**src/rtl/psram_arbiter.sv**
```systemverilog
// Two-port arbiter/sequencer in front of PsramController: A (slot/mapper) has priority,
// B (background loader/tester) is forced through after B_MAX_DEFER consecutive A grants.
module psram_arbiter #(
  parameter int B_MAX_DEFER = 8,
  parameter int ADDR_W      = 22
) (
  input  logic              clk_72m,
  input  logic              bus_reset_n,

  input  logic              a_req,
  input  logic              a_we,
  input  logic [ADDR_W-1:0] a_addr,
  input  logic [7:0]        a_din,
  output logic              a_ack,
  output logic [7:0]        a_dout,

  input  logic              b_req,
  input  logic              b_we,
  input  logic [ADDR_W-1:0] b_addr,
  input  logic [7:0]        b_din,
  output logic              b_ack,
  output logic [7:0]        b_dout,

  output logic              psram_read,
  output logic              psram_write,
  output logic [ADDR_W-1:0] psram_addr,
  output logic [15:0]       psram_din,
  input  logic [15:0]       psram_dout,
  input  logic              psram_busy,

  output logic              grant_b
);

  localparam logic [2:0] ST_IDLE      = 3'd0;
  localparam logic [2:0] ST_ISSUE     = 3'd1;
  localparam logic [2:0] ST_SETTLE    = 3'd2;
  localparam logic [2:0] ST_WAIT_DONE = 3'd3;
  localparam logic [2:0] ST_ACK       = 3'd4;

  localparam logic [7:0] DEFER_MAX = 8'(B_MAX_DEFER);

  logic [2:0]        state;
  logic [7:0]        defer_cnt;
  logic              cur_we;

  logic              grant_vld;
  logic              pick_b;
  logic              sel_we;
  logic [ADDR_W-1:0] sel_addr;
  logic [7:0]        sel_din;
  logic [7:0]        rd_byte;

  // Arbitration is only meaningful in IDLE; the controller's busy also covers its power-up init.
  // NOTE: every variable gets a default at the top of always_comb so no path can infer a latch.
  always_comb begin
    grant_vld = 1'b0;
    pick_b    = 1'b0;
    if (!psram_busy) begin
      if (a_req && b_req && defer_cnt == DEFER_MAX) begin
        grant_vld = 1'b1;
        pick_b    = 1'b1;
      end else if (a_req) begin
        grant_vld = 1'b1;
      end else if (b_req) begin
        grant_vld = 1'b1;
        pick_b    = 1'b1;
      end
    end
  end

  assign sel_we   = pick_b ? b_we   : a_we;
  assign sel_addr = pick_b ? b_addr : a_addr;
  assign sel_din  = pick_b ? b_din  : a_din;
  assign rd_byte  = psram_addr[0] ? psram_dout[15:8] : psram_dout[7:0];

  // The latched address/data live directly in psram_addr/psram_din so they are stable
  // for the whole transaction regardless of what the requester does after the grant.
  // NOTE: sequential state uses non-blocking assignments only; the pulse/ack defaults at the
  // top are overridden later in the same block, which is what makes them one-cycle pulses.
  always_ff @(posedge clk_72m or negedge bus_reset_n) begin
    if (!bus_reset_n) begin
      state       <= ST_IDLE;
      defer_cnt   <= '0;
      cur_we      <= 1'b0;
      psram_read  <= 1'b0;
      psram_write <= 1'b0;
      psram_addr  <= '0;
      psram_din   <= '0;
      a_ack       <= 1'b0;
      b_ack       <= 1'b0;
      a_dout      <= '0;
      b_dout      <= '0;
      grant_b     <= 1'b0;
    end else begin
      psram_read  <= 1'b0;
      psram_write <= 1'b0;
      a_ack       <= 1'b0;
      b_ack       <= 1'b0;

      case (state)
        ST_IDLE: begin
          if (!b_req) begin
            defer_cnt <= '0;
          end
          if (grant_vld) begin
            cur_we      <= sel_we;
            psram_addr  <= sel_addr;
            psram_din   <= {sel_din, sel_din};
            psram_write <= sel_we;
            psram_read  <= !sel_we;
            grant_b     <= pick_b;
            if (pick_b) begin
              defer_cnt <= '0;
            end else if (b_req && defer_cnt != DEFER_MAX) begin
              defer_cnt <= defer_cnt + 8'd1;
            end
            state <= ST_ISSUE;
          end
        end

        // The command pulse is high during ISSUE; SETTLE gives the controller a cycle to raise busy.
        ST_ISSUE:  state <= ST_SETTLE;
        ST_SETTLE: state <= ST_WAIT_DONE;

        ST_WAIT_DONE: begin
          if (!psram_busy) begin
            if (!cur_we) begin
              if (grant_b) b_dout <= rd_byte;
              else         a_dout <= rd_byte;
            end
            if (grant_b) b_ack <= 1'b1;
            else         a_ack <= 1'b1;
            state <= ST_ACK;
          end
        end

        ST_ACK:  state <= ST_IDLE;
        default: state <= ST_IDLE;
      endcase
    end
  end

endmodule

```
**config.mk**
```make
export PLATFORM = sky130hd
export DESIGN_NAME = psram_arbiter
export DESIGN_NICKNAME = d
export VERILOG_FILES = /design/src/rtl/psram_arbiter.sv
export SDC_FILE = /design/constraint.sdc
export NUM_CORES = 1
export LEC_CHECK = 0
export ABC_CLOCK_PERIOD_IN_PS = 2100
export CAP_MARGIN = 5
export CORE_ASPECT_RATIO = 0.8
export CORE_MARGIN = 2
export CORE_UTILIZATION = 25
export CTS_BUF_LIST = sky130_fd_sc_hd__clkbuf_8
export DETAILED_ROUTE_END_ITERATION = 10
export PLACE_DENSITY_LB_ADDON = 0.15
export SYNTH_ARGS = -nofsm -noshare
export SYNTH_HDL_FRONTEND = slang
export SYNTH_SLANG_ARGS = --single-unit
export TNS_END_PERCENT = 10
```
**constraint.sdc**
```tcl
create_clock -name clk_72m -period 2.1 [get_ports clk_72m]
set_input_delay 0.21 -clock clk_72m [delete_from_list [all_inputs] [get_ports clk_72m]]
set_output_delay 0.21 -clock clk_72m [all_outputs]
set_load 0.02 [all_outputs]
```
**Yosys cells after proc, flatten, opt, wreduce, memory -nomap -nowiden**

Index checks and enable logic that the tools add are counted.

- Logic and storage cells: 60
- Input port bits: 83
- RAM bits: 0
- Bits in registers: 71
- Output and inout bits: 59
- Bits in latches: 0
- Memories: 0
- ROM bits: 0

- Bitwise logic cells: 3
- Magnitude comparators: 0
- Equal/unequal tests: 7
- Multipliers: 0
- Multiplexer cells: 28
- $add $sub $neg: 1
- Reduce and logical (&&, ||, !) cells: 9
- Divide/modulo/power cells: 0
- Shift-type cells: 0

Operator list:

| operator | count |
|---|---|
| $mux W8 | 6 |
| $mux W22 | 1 |
| $mux W1 | 18 |
| $pmux W3 S4 | 1 |
| $add A8 B1 Y8 const B | 1 |
| $eq A8 B4 Y1 const B | 1 |
| $ne A8 B4 Y1 const B | 1 |
| $reduce_and A4 Y1 | 2 |
| $eq A3 B2 Y1 const B | 2 |
| $mux W3 | 2 |
| $ne A2 B2 Y1 const B | 2 |
| $reduce_and A2 Y1 | 2 |
| $eq A3 B1 Y1 const B | 1 |
| $logic_and A1 B1 Y1 | 3 |
| $logic_not A3 Y1 | 1 |
| $not A1 Y1 | 3 |
| $logic_not A1 Y1 | 1 |

**Depth between registers and ports, before layout**

- Depth in word-level cells: 8
- Gate-level depth with buffers: 8
- Mapped depth without buffers: 6

**Worst setup path before layout**

No wires, ideal clock.

- Path kind: register to register
- From: register defer_cnt[0]
- To: register defer_cnt[7]
- Arrival: 1.728 ns
- Period minus slack after synthesis: 1.815 ns
- Library setup time: 0.087 ns
- Path buffers: 0
- Slack: 0.285 ns
- Stages on the path, launching flop included: 7
- Data required time: 2.013 ns
- Path through: dfrtp_1 inv_1 ha_1 and3b_1 a2111oi_4 or4b_1 o211ai_1

- Word-level cells in the longest chain between the ends: 6
- Elaborated cells on any way between the ends: 12
- Those cells by class: add/sub: 1; eq/ne: 2; mux: 7; reduce/logical: 2

Ends and longest elaborated chain:

| element | RTL line | text |
|---|---|---|
| start: declaration | 43 | `logic [7:0] defer_cnt;` |
| start signal: assignment | 115 | `defer_cnt <= defer_cnt + 8'd1;` |
| parallel branches: the longest is 5 deep, another holds $add A8 B1 Y8 | -- |  |
| $mux W8 * | 105 | `if (grant_vld) begin` |

Every way passes the cells marked *.
A chain may end at the register's enable or synchronous reset.

**Worst setup path after layout**

- From: register defer_cnt[1]
- To: register defer_cnt[7]

Same word-level chain as after synthesis.

==> impl_metrics.py <==
metrics = {
    "pwr": {
        "p_clk_share_pct": 16.1,
        "p_comb_share_pct": 49.4,
        "peakVddDrop_uv": 432,
        "p_seq_share_pct": 34.5,
        "swShare_pct": 39.4,
        "switching_power_uw": 2370,
        "p_leak_uw": 0.00195,
        "power_uw": 6030,
        "p_int_uw": 3660,
        "power_density_nw_per_um2": 1210,
    },
    "global_routing": {
        "grt.total_usage_pct": 14.5,
        "grt_max_degree": 41,
        "grt_antenna_before_repair": 0,
        "grt_overflow_total": 0,
        "grt_pass1_vias": 3001,
        "grt_pass1_wl_um": 15400,
    },
    "sta": {
        "fin_crit_ps": 1960,
        "clock.fmax_mhz": 511,
        "fin_crit_sh_pct": 93.3,
        "relSlewSlack_pct": 66.1,
        "hold_violations": 0,
        "finalSetupTns_ps": 0,
        "tightest_slew_ps": 508,
        "slew_violations": 0,
        "finClkSkew_ps": 11.9,
        "setup_viol": 0,
        "rsz0062_at_grt": "false",
    },
    "synthesis": {
        "synth-edff-count": 0,
        "synth_area_sq_um": 3150,
        "yosysWarnings": 0,
        "synth_area_leaders": "dfrtp_1, o211ai_1, nand2_1",
        "syn_inst": 331,
        "synth.most_common_cell": "nand2_1",
        "yosysUniqueCellTypes": 42,
        "synthFlopType": "dfrtp_1",
        "ys_seq_area_share_pct": 50.1,
        "synth_top_cell_area_share_pct": 50.1,
        "syn_area_per_cell_sq_um": 9.51,
        "yosys.area.top_type": "dfrtp_1",
        "ys_ff_latch": 63,
        "synth_nets": 416,
        "netlist_top_cells_count": "nand2_1, dfrtp_1, o211ai_1, a21oi_1, clkbuf_1",
        "ys_async_sr_fraction_pct": 100,
    },
    "routing": {
        "wl_per_cell_um": 14.8,
        "dr.max_layer_used": "met4",
        "via_per_inst": 4.59,
        "vias": 2968,
        "firstDrtPassIters": 4,
        "drc": 0,
        "wl_met1_um": 4600,
        "wl_met2_um": 4120,
        "routed_wl_um": 9560,
        "wl_met3_um": 699,
        "antenna_left": 0,
        "drtIter0Drc": 175,
    },
    "setup_path": {
        "cp.depth": 6,
        "critPathRequiredTime_ps": 2350,
        "r2r_start": "defer_cnt[1]",
        "critical-path-max-stage-delay_ps": 480,
        "slowest_stage": "or4b_1",
        "r2r_cells": 6,
        "worst_setup_path_start_kind": "flip-flop",
        "r2r-end": "defer_cnt[7]",
        "regToRegSetupSlack_ps": 140,
        "crit_type": "flip-flop to flip-flop",
        "path_delay_family": "simple AND/OR/NAND/NOR gates",
        "crit_fanout": 4,
        "critPathLaunch": "defer_cnt[1]",
        "worst_setup_path_end_kind": "flip-flop",
        "path_buf_inv": 1,
        "path_cells": "inv_1, ha_1, and3b_2, a2111oi_4, or4b_1, o211ai_1",
        "endpoint": "defer_cnt[7]",
        "cp.arrival_ps": 2210,
    },
    "clocking": {
        "cts_max_path_buffers": 2,
        "root_buffer": "clkbuf_8",
        "clk_latency_ps": 340,
        "clock-sinks": 63,
        "clkTransAtPathRegs_ps": 80,
        "cts-htree-levels": 3,
        "cts_made_buffers": 9,
        "cts_tree": "done",
    },
    "hold_path": {
        "hold_class": "input pin to asynchronous set/reset pin",
    },
    "placed_design": {
        "portBuffers": 141,
        "hpwl_um": 6970,
        "place.gp.congestion": 0.794,
    },
    "layout": {
        "syn_to_final_growth_pct": 58.4,
        "fillers": 1245,
        "finalCoreUtilization_pct": 40.7,
        "fin_nets": 555,
        "drive_gt1_share_pct": 9.47,
        "antenna-diode-count": 0,
    },
    "floorplan": {
        "rows": 36,
        "fp.dieArea_sq_um": 13500,
        "io_pins": 142,
        "core-area_sq_um": 12300,
        "start_util_pct": 25.7,
        "die_y_um": 104,
        "die_w_um": 129,
    },
    "outcome": {
        "status": "complete, no violations",
    },
    "run": {
        "maxCapViolations": 0,
    },
}
[layout by cell type (no fill, tap or decap), types with 2 or more instances in the layout]
cell	n
and2_1	4
ha_1	2
nand4_1	2
inv_6	2
a21oi_1	14
o21ai_1	6
nand2_1	77
buf_12	3
dfrtp_1	63
o21ai_0	6
o211ai_1	62
buf_4	16
mux2i_1	9
or4b_1	2
and3_1	2
a22oi_1	2
clkinv_2	2
clkbuf_8	10
o22ai_1	2
nor3_2	2
clkdlybuf4s50_1	140
nand3_1	2
inv_1	5
nor2_1	13
[cells by family after synthesis]
group	synth area share, %
AND/OR/NAND/NOR	17.4
AO/OA/AOI/OAI	22.2
flip-flops	50.1
buffers and inverters	6.08
multiplexers	2.86
XOR/XNOR	0.556
adder cells (fa/ha/maj)	0.794
[how the worst min path moves through the flow]
stage	from	end
finish	bus_reset_n	psram_din[13]
global route	b_addr[7]	psram_addr[7]
CTS	bus_reset_n	psram_din[13]
detailed placement	bus_reset_n	psram_din[13]
global placement	bus_reset_n	psram_din[13]
floorplan	bus_reset_n	a_ack
[routing by layer]
layer / vias to the layer above / track usage [%]
met5: - / 0
li1: 1452 / -
met2: 107 / 21.5
met3: 15 / 4.48
met1: 1394 / 20.1
met4: 0 / 4.53
[what timing repair did]
action / 4_1_cts / 5_1_grt
hold buffers: 1 / 0
gates resized for setup: 0 / 2
endpoints found under the setup margin: 0 / 32
buffers inserted: 0 / 2
hold endpoints to repair: 18 / 0
[state kept, by name, indices dropped and copies added (netlist names)]
name,cells
grant_b,1
a_dout,8
b_ack,1
psram_read,1
psram_write,1
defer_cnt,8
psram_addr,22
psram_din,8
a_ack,1
cur_we,1
state,3
b_dout,8
[area by class of cell]
type                            count  area, sq um  share of cell area [%]
Timing Repair Buffer              162         1610                    32.2
Tap cell                          171          214                    4.29
Clock buffer                       10          138                    2.76
Multi-Input combinational cell    229         1390                    27.9
Sequential cell                    63         1580                    31.6
Inverter                            5         18.8                   0.376
Clock inverter                      6         43.8                   0.878
[power groups by stage]
stage | clock network [uW] | registers [uW] | logic (uW)
after floorplan | 0 | 2560 | 1100
after global placement | 0 | 2090 | 2960
after detailed placement | 0 | 2100 | 2990
after CTS | 1030 | 2090 | 2990
after global routing | 1080 | 2160 | 3220
final | 969 | 2080 | 2980
[metrics by stage]
| stage | hold slack (ps) | cells | setup WS (ps) | instance area [sq um] |
|---|---|---|---|---|
| 2_1_floorplan | -85.6 | 331 | 285 | 3150 |
| 3_3_place_gp | 204 | 627 | 75.7 | 4780 |
| 3_5_place_dp | 213 | 627 | 11.6 | 4780 |
| 4_1_cts | 379 | 644 | 11.4 | 4970 |
| 5_1_grt | 410 | 646 | 10.1 | 4990 |
| 6_report | 375 | 646 | 141 | 4990 |
Note: power is estimated with default switching activity, not from simulation.
